<file path="src/rtl/tanhx_result_fifo.sv">
// tanhx_result_fifo: FWFT result buffer with almost-full back-pressure and frame marking; RANGE_CHECK_EN clamps out-of-range words to +/-1.0
module tanhx_result_fifo #(
    parameter int DWIDTH       = 32,
    parameter int DEPTH        = 16,
    parameter int AFULL_MARGIN = 4,
    parameter int FRAME_LEN    = 64
) (
    input  logic                     clk,
    input  logic                     rst,
    input  logic                     in_valid,
    input  logic [DWIDTH-1:0]        in_data,
    output logic                     out_valid,
    input  logic                     out_ready,
    output logic [DWIDTH-1:0]        out_data,
    output logic                     out_last,
    output logic [$clog2(DEPTH):0]   count,
    output logic                     almost_full,
    output logic                     full,
    output logic                     overflow
`ifdef RANGE_CHECK_EN
    ,
    output logic                     range_err
`endif
);
    localparam int AW = $clog2(DEPTH);
    localparam int CW = AW + 1;
    localparam int FW = FRAME_LEN > 1 ? $clog2(FRAME_LEN) : 1;

    logic [DWIDTH-1:0] mem [DEPTH];
    logic [AW-1:0]     wptr, rptr;
    logic [CW-1:0]     cnt;
    logic [FW-1:0]     fcnt;
    logic              push, pop, fend, oor;
    logic [DWIDTH-1:0] wdata;

    // Handshake decode and status flags, all derived from the registered occupancy
    always_comb begin
        out_valid   = cnt != '0;
        full        = cnt == CW'(DEPTH);
        almost_full = cnt >= CW'(DEPTH - AFULL_MARGIN);
        pop         = out_valid && out_ready;
        push        = in_valid && (!full || pop);
        fend        = fcnt == FW'(FRAME_LEN - 1);
        out_last    = out_valid && fend;
        out_data    = out_valid ? mem[rptr] : '0;
        count       = cnt;
    end

`ifdef RANGE_CHECK_EN
    // Anything above |1.0| (including inf/NaN, exponent 255) becomes signed 1.0
    always_comb begin
        oor   = in_data[30:23] > 8'd127 || (in_data[30:23] == 8'd127 && in_data[22:0] != '0);
        wdata = oor ? {in_data[31], 8'h7F, 23'd0} : in_data;
    end
`else
    // Words are stored bit-exact
    always_comb begin
        oor   = 1'b0;
        wdata = in_data;
    end
`endif

    // Storage; not reset since out_data is masked while empty
    always_ff @(posedge clk) begin
        if (!rst && push) mem[wptr] <= wdata;
    end

    // Pointers, occupancy, frame position and sticky error flags
    always_ff @(posedge clk) begin
        if (rst) begin
            wptr     <= '0;
            rptr     <= '0;
            cnt      <= '0;
            fcnt     <= '0;
            overflow <= 1'b0;
`ifdef RANGE_CHECK_EN
            range_err <= 1'b0;
`endif
        end else begin
            if (push) wptr <= wptr + AW'(1);
            if (pop) rptr <= rptr + AW'(1);
            cnt <= cnt + CW'(push) - CW'(pop);
            if (in_valid && !push) overflow <= 1'b1;
            if (pop) fcnt <= fend ? '0 : fcnt + FW'(1);
`ifdef RANGE_CHECK_EN
            if (push && oor) range_err <= 1'b1;
`endif
        end
    end

`ifndef RANGE_CHECK_EN
    logic unused_oor;
    assign unused_oor = oor;
`endif
endmodule

</file>
<file path="config.mk">
export PLATFORM = sky130hd
export DESIGN_NAME = tanhx_result_fifo
export DESIGN_NICKNAME = d
export VERILOG_FILES = /design/src/rtl/tanhx_result_fifo.sv
export SDC_FILE = /design/constraint.sdc
export NUM_CORES = 1
export LEC_CHECK = 0
export ABC_CLOCK_PERIOD_IN_PS = 5700
export BUFFER_PORTS_ARGS = -buffer_cell sky130_fd_sc_hd__buf_4
export CORE_AREA = 2 2 231 233
export DETAILED_ROUTE_END_ITERATION = 10
export DIE_AREA = 0 0 233 235
export PLACE_DENSITY = 0.58
export SLEW_MARGIN = 5
export SYNTH_ARGS = -nofsm -noshare
export SYNTH_HDL_FRONTEND = slang
export SYNTH_SLANG_ARGS = --single-unit
</file>
<file path="constraint.sdc">
create_clock -name clk -period 5.7 [get_ports clk]
set_input_delay 0.855 -clock clk [delete_from_list [all_inputs] [get_ports clk]]
set_output_delay 0.855 -clock clk [all_outputs]
set_load 0.1 [all_outputs]
</file>
==> qor.txt, run 1 <==
Final setup viols = 0
Antenna Nets Post-Route = 0
Worst Clk Skew = 0.0142 ns
Pwr per Cell Area = 457 nW/µm²
Reg-to-Reg End = mem[1][13]
total negative slack = 0 ns
Post-synth EDFFs = 512
r2r setup slk = 2.52 ns
CTS clock-pin slew for the worst setup and hold paths = 0.06 ns
sequential-to-total area share from yosys stat = 0.766
DR iter-0 viols = 713
Post-CTS Hold Buffers = 0
final hold slack = 0.480 ns
die height = 235 µm
CTS H-tree depth = 2
gp weighted congestion = 0.706
critical path class = flip-flop to output pin
Boundary Pins = 78
Routed WL = 43000 µm
WHS Endpoint = fcnt[1]
Hold Path Origin = fcnt[1]
hold depth = 2
grt ovf = 0
unrepaired setup endpoints after global routing = false
Synth cell types = 41
Mapped Cells = 941
full die area = 54800 µm²
Final #Nets = 1108
crit share post-route = 0.716
DP HPWL = 23700 µm
Worst-Margin Slew = 1.10 ns
post-place setup slack = 2.17 ns
vias per cell = 5.38
maximum clock frequency = 245 MHz
Core Footprint = 52200 µm²
Wirelength per Cell = 24.1 µm
Max clock buf depth = 3
largest net degree at the start of global routing = 52
Placed Instances = 1690
root buffer cell = clkbuf_16
Mean Syn Cell Area = 22.0 µm²
via count = 9625
Area Growth Syn to Fin = 15.3%
TritonCTS clock tree = done
Arr. time, crit path = 3.22 ns
CTS buffer count = 54
layout cell share with drive strength beyond 1 = 0.308
final worst slack = 1.62 ns
chip width = 233 µm
Top FF cell, synth = edfxtp_1
crit path launch = count[2]
CP Max Fanout = 17
Starting Density = 0.396
status = finished clean
startpoint of the worst register-to-register path = count[2]
crit path time final = 4.08 ns
Clock Latency Late Sink = 0.60 ns
Synth async-reset ratio = 0
Final Non-Filler Cells = 1788
FF-to-FF path depth = 7
number of buffers added on ports = 77
Mapped Nets = 991
Tot GR Track Use = 0.160
CP Capture Type = output pin
vias in the first global route = 10121
ant diodes = 0
post-cts repair resize count = 0
initial antenna violation count = 0
Worst IR Drop VDD = 0.000381 V
# DRC = 0
relative slew slack = 0.259
Final Hold Viols = 0
Pleak = 7.50 nW
critical path required time = 4.85 ns
max-capacitance violation count = 0
synth warn = 0
Mapped Area = 20700 µm²
filler cell count = 4333
first-pass GRT wire length = 64700 µm
clock sink total = 536
Worst Hold Class = flip-flop to flip-flop
total setup buffers inserted after CTS = 0
drt pass-1 iters = 5
max-slew violations = 0
Startpoint Class = flip-flop
flops & latches, synth = 536
# rows = 84
-- flip-flops by register name, summed over array words and instances (netlist names), named ones only --
| signal | cells |
|---|---|
| mem | 512 |
| fcnt | 6 |
| count | 5 |
| rptr | 4 |
| wptr | 4 |
| overflow | 1 |
-- area by class of cell --
type                            count  area, µm²  share of cell area
Clock buffer                       71       1440              0.0602
Multi-Input combinational cell    340       4570               0.191
Clock inverter                     27        205             0.00860
Tap cell                          688        861              0.0361
Sequential cell                   536      15900               0.665
Timing Repair Buffer              115        888              0.0372
Inverter                           11       41.3             0.00173
-- Yosys cell counts, types with 2 or more instances --
library cell	count	area (µm²)
ha_1	13	163
nand3_1	8	40.0
and2_1	3	18.8
a221o_1	32	320
nand2_1	6	22.5
mux4_2	127	2860
inv_1	10	37.5
xor2_1	9	78.8
and3_1	2	12.5
edfxtp_1	512	15400
a21oi_1	7	35.0
buf_2	24	120
buf_1	3	11.3
clkbuf_1	12	45.0
xnor2_1	3	26.3
dfxtp_1	24	480
or3_1	2	12.5
nor3_1	47	235
nor4_1	4	25.0
buf_6	12	135
mux2i_1	35	350
nand2b_1	7	43.8
buf_4	3	22.5
nor2_1	18	67.6
o21ai_1	2	10.0
-- cells in the final DEF, fill, tap and decap left out, drive strengths merged --
cell	n
o21a	1
bufinv	3
nand3	8
fa	1
nor4	4
o311ai	1
a31oi	1
and3	3
nand2	7
mux4	127
clkinvlp	1
or3	2
nand2b	7
and2	3
mux2	1
a21oi	7
buf	115
o21ai	2
o211ai	1
or2	1
nor2b	1
a21o	1
nand4bb	1
a221o	32
edfxtp	512
ha	13
xor2	9
dfxtp	24
nand4	1
xnor2	3
mux2i	35
nor2	19
clkbuf	71
inv	13
nor4b	1
clkinv	21
nor3	47
-- critical path, cell delays in order (launching register included) --
cell and delay, ns:
dfxtp_1 0.41, inv_1 0.09, ha_1 0.23, nor4b_4 0.14, inv_2 0.21, nand2_4 0.09
nor2_4 0.50, buf_4 0.38, a221o_1 0.24, buf_4 0.31
-- worst max path at each step --
stage,to,slack [ns],depth (start not counted)
after global routing,out_data[5],1.41,6
after CTS,out_data[1],1.52,9
after global placement,out_data[19],2.17,6
after floorplan,mem[0][0],0.26,6
final,out_data[1],1.62,9
after detailed placement,out_data[17],2.17,6
-- routing by layer --
metal	wire length [µm]	global-route usage	up-vias
li1	-	-	4200
met1	19000	0.222	5152
met2	21200	0.261	210
met3	1800	0.0285	63
met4	1030	0.0425	0
met5	0	0	-
-- per-stage QoR --
| step | util | total power [mW] | area [µm²] |
|---|---|---|---|
| 2_1_floorplan | - | 7.05 | 20700 |
| 3_3_place_gp | 0.425 | 7.73 | 22200 |
| 3_5_place_dp | 0.425 | 7.74 | 22200 |
| 4_1_cts | 0.457 | 11.1 | 23900 |
| 5_1_grt | 0.457 | 11.3 | 23900 |
| 6_report | 0.457 | 10.9 | 23900 |
-- where the power goes --
group | internal (mW) | switching, mW
sequential | 4.39 | 0.130
clock | 1.90 | 1.41
combinational | 0.965 | 2.12
total | 7.26 | 3.66
-- kinds of logic (layout without fill, tap and decap cells) --
family / Yosys count / after routing / share of synthesized area
AND/OR/NAND/NOR: 105 / 105 / 0.0271
adder cells (fa/ha/maj): 14 / 14 / 0.00882
multiplexers: 163 / 163 / 0.156
AO/OA/AOI/OAI: 46 / 46 / 0.0195
XOR/XNOR: 12 / 12 / 0.00508
buffers and inverters: 65 / 224 / 0.0181
flip-flops: 536 / 536 / 0.766
No activity file was read; power rests on OpenSTA's default activity.
==> inputs of run 2 (changes only) <==
--- a/config.mk
+++ b/config.mk
@@ -5,11 +5,12 @@
 export SDC_FILE = /design/constraint.sdc
 export NUM_CORES = 1
 export LEC_CHECK = 0
-export ABC_CLOCK_PERIOD_IN_PS = 5700
+export ABC_AREA = 1
+export ABC_CLOCK_PERIOD_IN_PS = 4150
 export BUFFER_PORTS_ARGS = -buffer_cell sky130_fd_sc_hd__buf_4
-export CORE_AREA = 2 2 231 233
+export CORE_AREA = 2 2 237 239
 export DETAILED_ROUTE_END_ITERATION = 10
-export DIE_AREA = 0 0 233 235
+export DIE_AREA = 0 0 239 241
 export PLACE_DENSITY = 0.58
 export SLEW_MARGIN = 5
 export SYNTH_ARGS = -nofsm -noshare
==> constraint.sdc (replaced) <==
create_clock -name clk -period 4.15 [get_ports clk]
set_input_delay 0.6225 -clock clk [delete_from_list [all_inputs] [get_ports clk]]
set_output_delay 0.6225 -clock clk [all_outputs]
set_load 0.1 [all_outputs]
==> qor.txt, run 2 <==
status = finished clean (unchanged)
Placed Area = 23100 µm² (was 22200 µm²)
Worst IR Drop VDD = 0.000649 V (was 0.000381 V)
Pwr per Cell Area = 653 nW/µm² (was 457 nW/µm²)
crit path cell chain = inv_6 -> buf_12 -> nand2_1 -> nand3_1 -> nand3_1 -> nand2_1 -> nand2_1 -> a21oi_1 -> buf_4 (was inv_1 -> ha_1 -> nor4b_4 -> inv_2 -> nand2_4 -> nor2_4 -> buf_4 -> a221o_1 -> buf_4)
Routed WL = 54500 µm (was 43000 µm)
Area Growth Syn to Fin = 13.5% (was 15.3%)
Post-CTS Hold Buffers = 0 (unchanged)
design area = 24800 µm² (was 23900 µm²)
vias per cell = 5.24 (was 5.38)
Biggest register = mem (unchanged)
grt ovf = 0 (unchanged)
root buffer cell = clkbuf_16 (unchanged)
unrepaired setup endpoints after global routing = false (unchanged)
Arr. time, crit path = 3.12 ns (was 3.22 ns)
Mean Syn Cell Area = 11.8 µm² (was 22.0 µm²)
Boundary Pins = 78 (unchanged)
Mapped Area = 21900 µm² (was 20700 µm²)
largest net degree at the start of global routing = 145 (was 52)
die height = 241 µm (was 235 µm)
Synth area leader = edfxtp_1 (unchanged)
Final Hold Viols = 0 (unchanged)
main area contributors after synthesis = edfxtp_1 (70%), nand2_1 (12%), nand3_1 (9.0%), dfxtp_1 (2.2%), buf_6 (1.3%) (was edfxtp_1 (74%), mux4_2 (14%), dfxtp_1 (2.3%), mux2i_1 (1.7%), a221o_1 (1.5%))
Final #Nets = 1962 (was 1108)
relative slew slack = 0.304 (was 0.259)
max-capacitance violation count = 0 (unchanged)
CP Capture Type = output pin (unchanged)
Tot GR Track Use = 0.191 (was 0.160)
critical path class = flip-flop to output pin (unchanged)
CP max-delay cell = dfxtp_4 (was nor2_4)
critical path required time = 3.53 ns (was 4.85 ns)
CP Max Fanout = 100 (was 17)
# DRC = 0 (unchanged)
CTS H-tree depth = 2 (unchanged)
# rows = 86 (was 84)
Max clock buf depth = 3 (unchanged)
Wirelength per Cell = 20.5 µm (was 24.1 µm)
vias in the first global route = 13518 (was 10121)
share of the synthesized area in the top cell type = 0.702 (was 0.743)
flops & latches, synth = 536 (unchanged)
filler cell count = 4909 (was 4333)
TritonCTS clock tree = done (unchanged)
Mapped Cells = 1857 (was 941)
worst path bufs/invs = 3 (was 4)
Clock Latency Late Sink = 0.63 ns (was 0.60 ns)
crit path time final = 3.75 ns
Synth top cells by count = nand2_1 (671), edfxtp_1 (512), nand3_1 (392), a21oi_1 (48), nor2_1 (36) (was edfxtp_1 (512), mux4_2 (127), nor3_1 (47), mux2i_1 (35), a221o_1 (32))
total setup buffers inserted after CTS = 0 (unchanged)
synth warn = 0 (unchanged)
first-pass GRT wire length = 82400 µm (was 64700 µm)
Core Footprint = 54900 µm² (was 52200 µm²)
Top Family by Delay on Critical Path = buffers and inverters (unchanged)
Worst-Margin Slew = 1.04 ns (was 1.10 ns)
count leader, synth = nand2_1 (was edfxtp_1)
most used cell along the critical path = nand2_1 (was buf_4)
Mapped Nets = 1907 (was 991)
Largest register FFs = 512 (unchanged)
CTS buffer count = 54 (unchanged)
max-slew violations = 0 (unchanged)
Synth cell types = 26 (was 41)
Top FF cell, synth = edfxtp_1 (unchanged)
chip width = 239 µm (was 233 µm)
Worst Hold Class = input pin to flip-flop (was flip-flop to flip-flop)
Post-synth EDFFs = 512 (unchanged)
crit share post-route = 0.903
maximum clock frequency = 267 MHz
number of buffers added on ports = 77 (unchanged)
Pleak = 8.98 nW (was 7.50 nW)
DR iter-0 viols = 1503 (was 713)
Startpoint Class = flip-flop (unchanged)
layout cell share with drive strength beyond 1 = 0.108 (was 0.308)
initial antenna violation count = 2 (was 0)
Synth async-reset ratio = 0 (unchanged)
CTS clock-pin slew for the worst setup and hold paths = 0.06 ns (about the same)
via count = 13952 (was 9625)
Worst Clk Skew = 0.0201 ns (was 0.0142 ns)
post-cts repair resize count = 0 (unchanged)
most frequent cells in the layout = nand2_1 (671), edfxtp_1 (512), nand3_1 (392) (was edfxtp_1 (512), mux4_2 (127), buf_4 (113))
gp weighted congestion = 0.729 (was 0.706)
DP HPWL = 25900 µm (was 23700 µm)
sequential-to-total area share from yosys stat = 0.724 (was 0.766)
Final setup viols = 0 (unchanged)
max incr delay on CP = 0.49 ns (was 0.50 ns)
commonest non-fill, non-tap cell in the layout = nand2_1 (was edfxtp_1)
clock sink total = 536 (unchanged)
Antenna Nets Post-Route = 0 (unchanged)
drt pass-1 iters = 5 (unchanged)
final hold slack = 0.274 ns (was 0.480 ns)
Starting Density = 0.399 (was 0.396)
full die area = 57600 µm² (was 54800 µm²)
[run 2: cell count changes after synthesis, moves of 21 or more]
| cell | change |
|---|---|
| nand2_1 | +665 |
| nand3_1 | +384 |
| mux4_2 | -127 |
| nor3_1 | -47 |
| a21oi_1 | +41 |
| mux2i_1 | -35 |
| a221o_1 | -32 |
| buf_4 | +21 |
[run 2: worst paths after layout]
kind,startpoint,endpoint,slack (ns),cells after the start
max,flip-flop,out_data[0],0.40,9
min,rst,count[0],0.27,2
max reg2reg,count[2],mem[9][29],1.11,10
min reg2reg,overflow,overflow,0.49,2
[run 2: layer usage]
| metal | global-route usage | vias up | share of wire | wire length, µm |
|---|---|---|---|---|
| met2 | 0.316 | 414 | 0.47 | 25800 |
| met3 | 0.0318 | 84 | 0.061 | 3330 |
| met4 | 0.0544 | 2 | 0.023 | 1270 |
| met1 | 0.260 | 6848 | 0.44 | 24000 |
| met5 | 0 | - | 0.00024 | 13 |
| li1 | - | 6604 | - | - |
[run 2: kinds of logic after synthesis]
logic type	after synthesis	share of synthesized area
AOI/OAI and AO/OA	60	0.0139
xor gates and xnor gates	6	0.00240
adders and majority gates	14	0.00835
buffers and inverters	138	0.0388
DFF	536	0.724
and+or+nand+nor	1103	0.212
[run 2: report_power, final]
part | switching, mW | total (mW) | internal (mW)
clock network | 2.04 | 4.81 | 2.77
logic | 4.12 | 5.27 | 1.15
registers | 0.104 | 6.14 | 6.03
[run 2: worst reg2reg max path: stages (launching register included)]
cell,delay (ns)
dfxtp_1,0.41
inv_1,0.09
ha_1,0.23
nand3_1,0.09
nor2_1,0.06
nand2_1,0.15
nand2_1,0.15
nor2_1,0.22
nand2_1,0.29
nor2_4,0.74
buf_12,0.30
[run 2: layout make-up]
class / instances / area (µm²) / share of cell area
diodes: 1 / 2.50 / 0.000101
clock buffers: 73 / 1450 / 0.0585
clock inverters: 28 / 294 / 0.0118
inverters: 28 / 113 / 0.00453
multi-input cells: 1183 / 5310 / 0.214
flip-flops and latches: 536 / 15900 / 0.639
well taps: 704 / 881 / 0.0355
repair buffers: 109 / 918 / 0.0370
[run 2: through the flow]
step                 util  power, mW  std cells  setup slack [ns]  TNS [ns]
floorplan               -       10.4       1857            -0.234     -7.09
global placement    0.421       11.5       2560              1.01         0
detailed placement  0.421       11.5       2560              1.00         0
CTS                 0.453       16.4       2661             0.326         0
global route        0.453       16.9       2662             0.152         0
finish              0.453       16.2       2662             0.404         0
==> inputs of run 3 (changes only) <==
--- a/config.mk
+++ b/config.mk
@@ -5,12 +5,11 @@
 export SDC_FILE = /design/constraint.sdc
 export NUM_CORES = 1
 export LEC_CHECK = 0
-export ABC_AREA = 1
 export ABC_CLOCK_PERIOD_IN_PS = 4150
 export BUFFER_PORTS_ARGS = -buffer_cell sky130_fd_sc_hd__buf_4
-export CORE_AREA = 2 2 237 239
+export CORE_AREA = 2 2 231 233
 export DETAILED_ROUTE_END_ITERATION = 10
-export DIE_AREA = 0 0 239 241
+export DIE_AREA = 0 0 233 235
 export PLACE_DENSITY = 0.58
 export SLEW_MARGIN = 5
 export SYNTH_ARGS = -nofsm -noshare
==> qor.txt, run 3 (same netlist as run 1, synthesis figures left out) <==
via count = 9684 (was 13952)
Tot GR Track Use = 0.164 (was 0.191)
CTS buffer count = 55 (was 54)
Worst Setup EP = out_data[0] (unchanged)
max-slew violations = 0 (unchanged)
# rows = 84 (was 86)
unrepaired setup endpoints after global routing = false (unchanged)
startpoint of the worst register-to-register path = count[2] (unchanged)
Max clock buf depth = 3 (unchanged)
Post-CTS Hold Buffers = 0 (unchanged)
Largest register FFs = 512 (unchanged)
Final Non-Filler Cells = 1787 (was 2662)
Clock Latency Late Sink = 0.60 ns (was 0.63 ns)
total setup buffers inserted after CTS = 0 (unchanged)
vias per cell = 5.42 (was 5.24)
Biggest register = mem (unchanged)
most frequent cells in the layout = edfxtp_1 (512), mux4_2 (127), buf_4 (108) (was nand2_1 (671), edfxtp_1 (512), nand3_1 (392))
total negative slack = 0 ns (unchanged)
Worst Clk Skew = 0.0141 ns (was 0.0201 ns)
initial antenna violation count = 1 (was 2)
Wirelength per Cell = 24.7 µm (was 20.5 µm)
drt pass-1 iters = 5 (unchanged)
largest net degree at the start of global routing = 45 (was 145)
maximum clock frequency = 273 MHz (was 267 MHz)
vias in the first global route = 10237 (was 13518)
filler cell count = 4342 (was 4909)
relative slew slack = 0.341 (was 0.304)
ant diodes = 0 (was 1)
r2r setup slk = 1.23 ns (was 1.11 ns)
commonest non-fill, non-tap cell in the layout = edfxtp_1 (was nand2_1)
Core Footprint = 52200 µm² (was 54900 µm²)
layout cell share with drive strength beyond 1 = 0.317 (was 0.108)
Pwr per Cell Area = 633 nW/µm² (was 653 nW/µm²)
FF-to-FF path depth = 12 (was 10)
status = finished clean (unchanged)
crit path launch = count[2]
final hold slack = 0.303 ns (was 0.274 ns)
Startpoint Class = flip-flop (unchanged)
gp weighted congestion = 0.705 (was 0.729)
first-pass GRT wire length = 66200 µm (was 82400 µm)
crit path time final = 3.67 ns (was 3.75 ns)
CTS clock-pin slew for the worst setup and hold paths = 0.06 ns (about the same)
sequential cell area = 15900 µm² (unchanged)
Routed WL = 44200 µm (was 54500 µm)
CP Max Fanout = 20 (was 100)
number of buffers added on ports = 77 (unchanged)
crit share post-route = 0.883 (was 0.903)
Starting Density = 0.396 (was 0.399)
CTS H-tree depth = 2 (unchanged)
Placed Instances = 1690 (was 2560)
Final Hold Viols = 0 (unchanged)
post-cts repair resize count = 0 (unchanged)
critical path required time = 3.53 ns (about the same)
critical path class = flip-flop to output pin (unchanged)
DR iter-0 viols = 673 (was 1503)
root buffer cell = clkbuf_16 (unchanged)
Pleak = 7.62 nW (was 8.98 nW)
TritonCTS clock tree = done (unchanged)
Final #Nets = 1109 (was 1962)
Boundary Pins = 78 (unchanged)
Reg-to-Reg End = count[4] (was mem[9][29])
DP HPWL = 23700 µm (was 25900 µm)
full die area = 54800 µm² (was 57600 µm²)
Worst IR Drop VDD = 0.000513 V (was 0.000649 V)
multi-input logic area = 4640 µm² (was 5310 µm²)
Final setup viols = 0 (unchanged)
max-capacitance violation count = 0 (unchanged)
grt ovf = 0 (unchanged)
# DRC = 0 (unchanged)
chip width = 233 µm (was 239 µm)
die height = 235 µm (was 241 µm)
Arr. time, crit path = 3.04 ns (was 3.12 ns)
Worst-Margin Slew = 0.985 ns (was 1.04 ns)
Area Growth Syn to Fin = 16.2% (was 13.5%)
CP Capture Type = output pin (unchanged)
Antenna Nets Post-Route = 0 (unchanged)
Worst Hold Class = input pin to flip-flop (unchanged)
clock sink total = 536 (unchanged)
## run 3: cell count changes in the layout (fill, tap and decap cells not counted), moves of 34 or more
| cell | change |
|---|---|
| nor3_1 | +34 |
| a21oi_1 | -41 |
| mux2i_1 | +35 |
| mux4_2 | +127 |
| nand2_1 | -665 |
| nand3_1 | -384 |
## run 3: critical path, cell delays in order (launching register included)
cell and delay, ns:
dfxtp_1 0.41, inv_1 0.09, ha_1 0.22, nor4b_4 0.14
inv_2 0.22, nand2_4 0.10, nor2_4 0.43, buf_12 0.27
a221o_1 0.24, buf_4 0.32
## run 3: final cells by class
type                            instances  share of cell area
Clock buffer                           65              0.0588
Clock inverter                         32              0.0123
Inverter                               11             0.00172
Multi-Input combinational cell        340               0.193
Sequential cell                       536               0.659
Tap cell                              688              0.0358
Timing Repair Buffer                  115              0.0395
## run 3: worst min-delay path by stage
stage,start,end,slack (ns),cells past startpoint
after floorplan,fcnt[1],fcnt[1],0.45,2
after global placement,overflow,overflow,0.45,2
after detailed placement,overflow,overflow,0.46,2
after CTS,in_valid,overflow,0.26,3
after global routing,in_data[28],mem[5][28],0.30,1
final,in_valid,overflow,0.30,3
## run 3: stage by stage
step           worst slack (ns)  power [mW]  utilization  cell area (µm²)
2_1_floorplan             -1.29        9.70            -            20800
5_1_grt                   0.288        15.8        0.461            24100
3_5_place_dp               1.05        10.7        0.428            22400
4_1_cts                   0.389        15.4        0.461            24100
6_report                  0.484        15.2        0.461            24100
3_3_place_gp               1.06        10.7        0.428            22400
## run 3: power by group
part	internal, mW	switching [mW]
sequential	6.04	0.148
clock	2.73	2.00
combinational	1.35	2.97
## run 3: routing by layer
metal	share of wire	global-route usage	vias up
met5	0.00018	0	-
met4	0.017	0.0403	2
met3	0.048	0.0311	58
met2	0.49	0.265	212
met1	0.44	0.229	5203
li1	-	-	4209
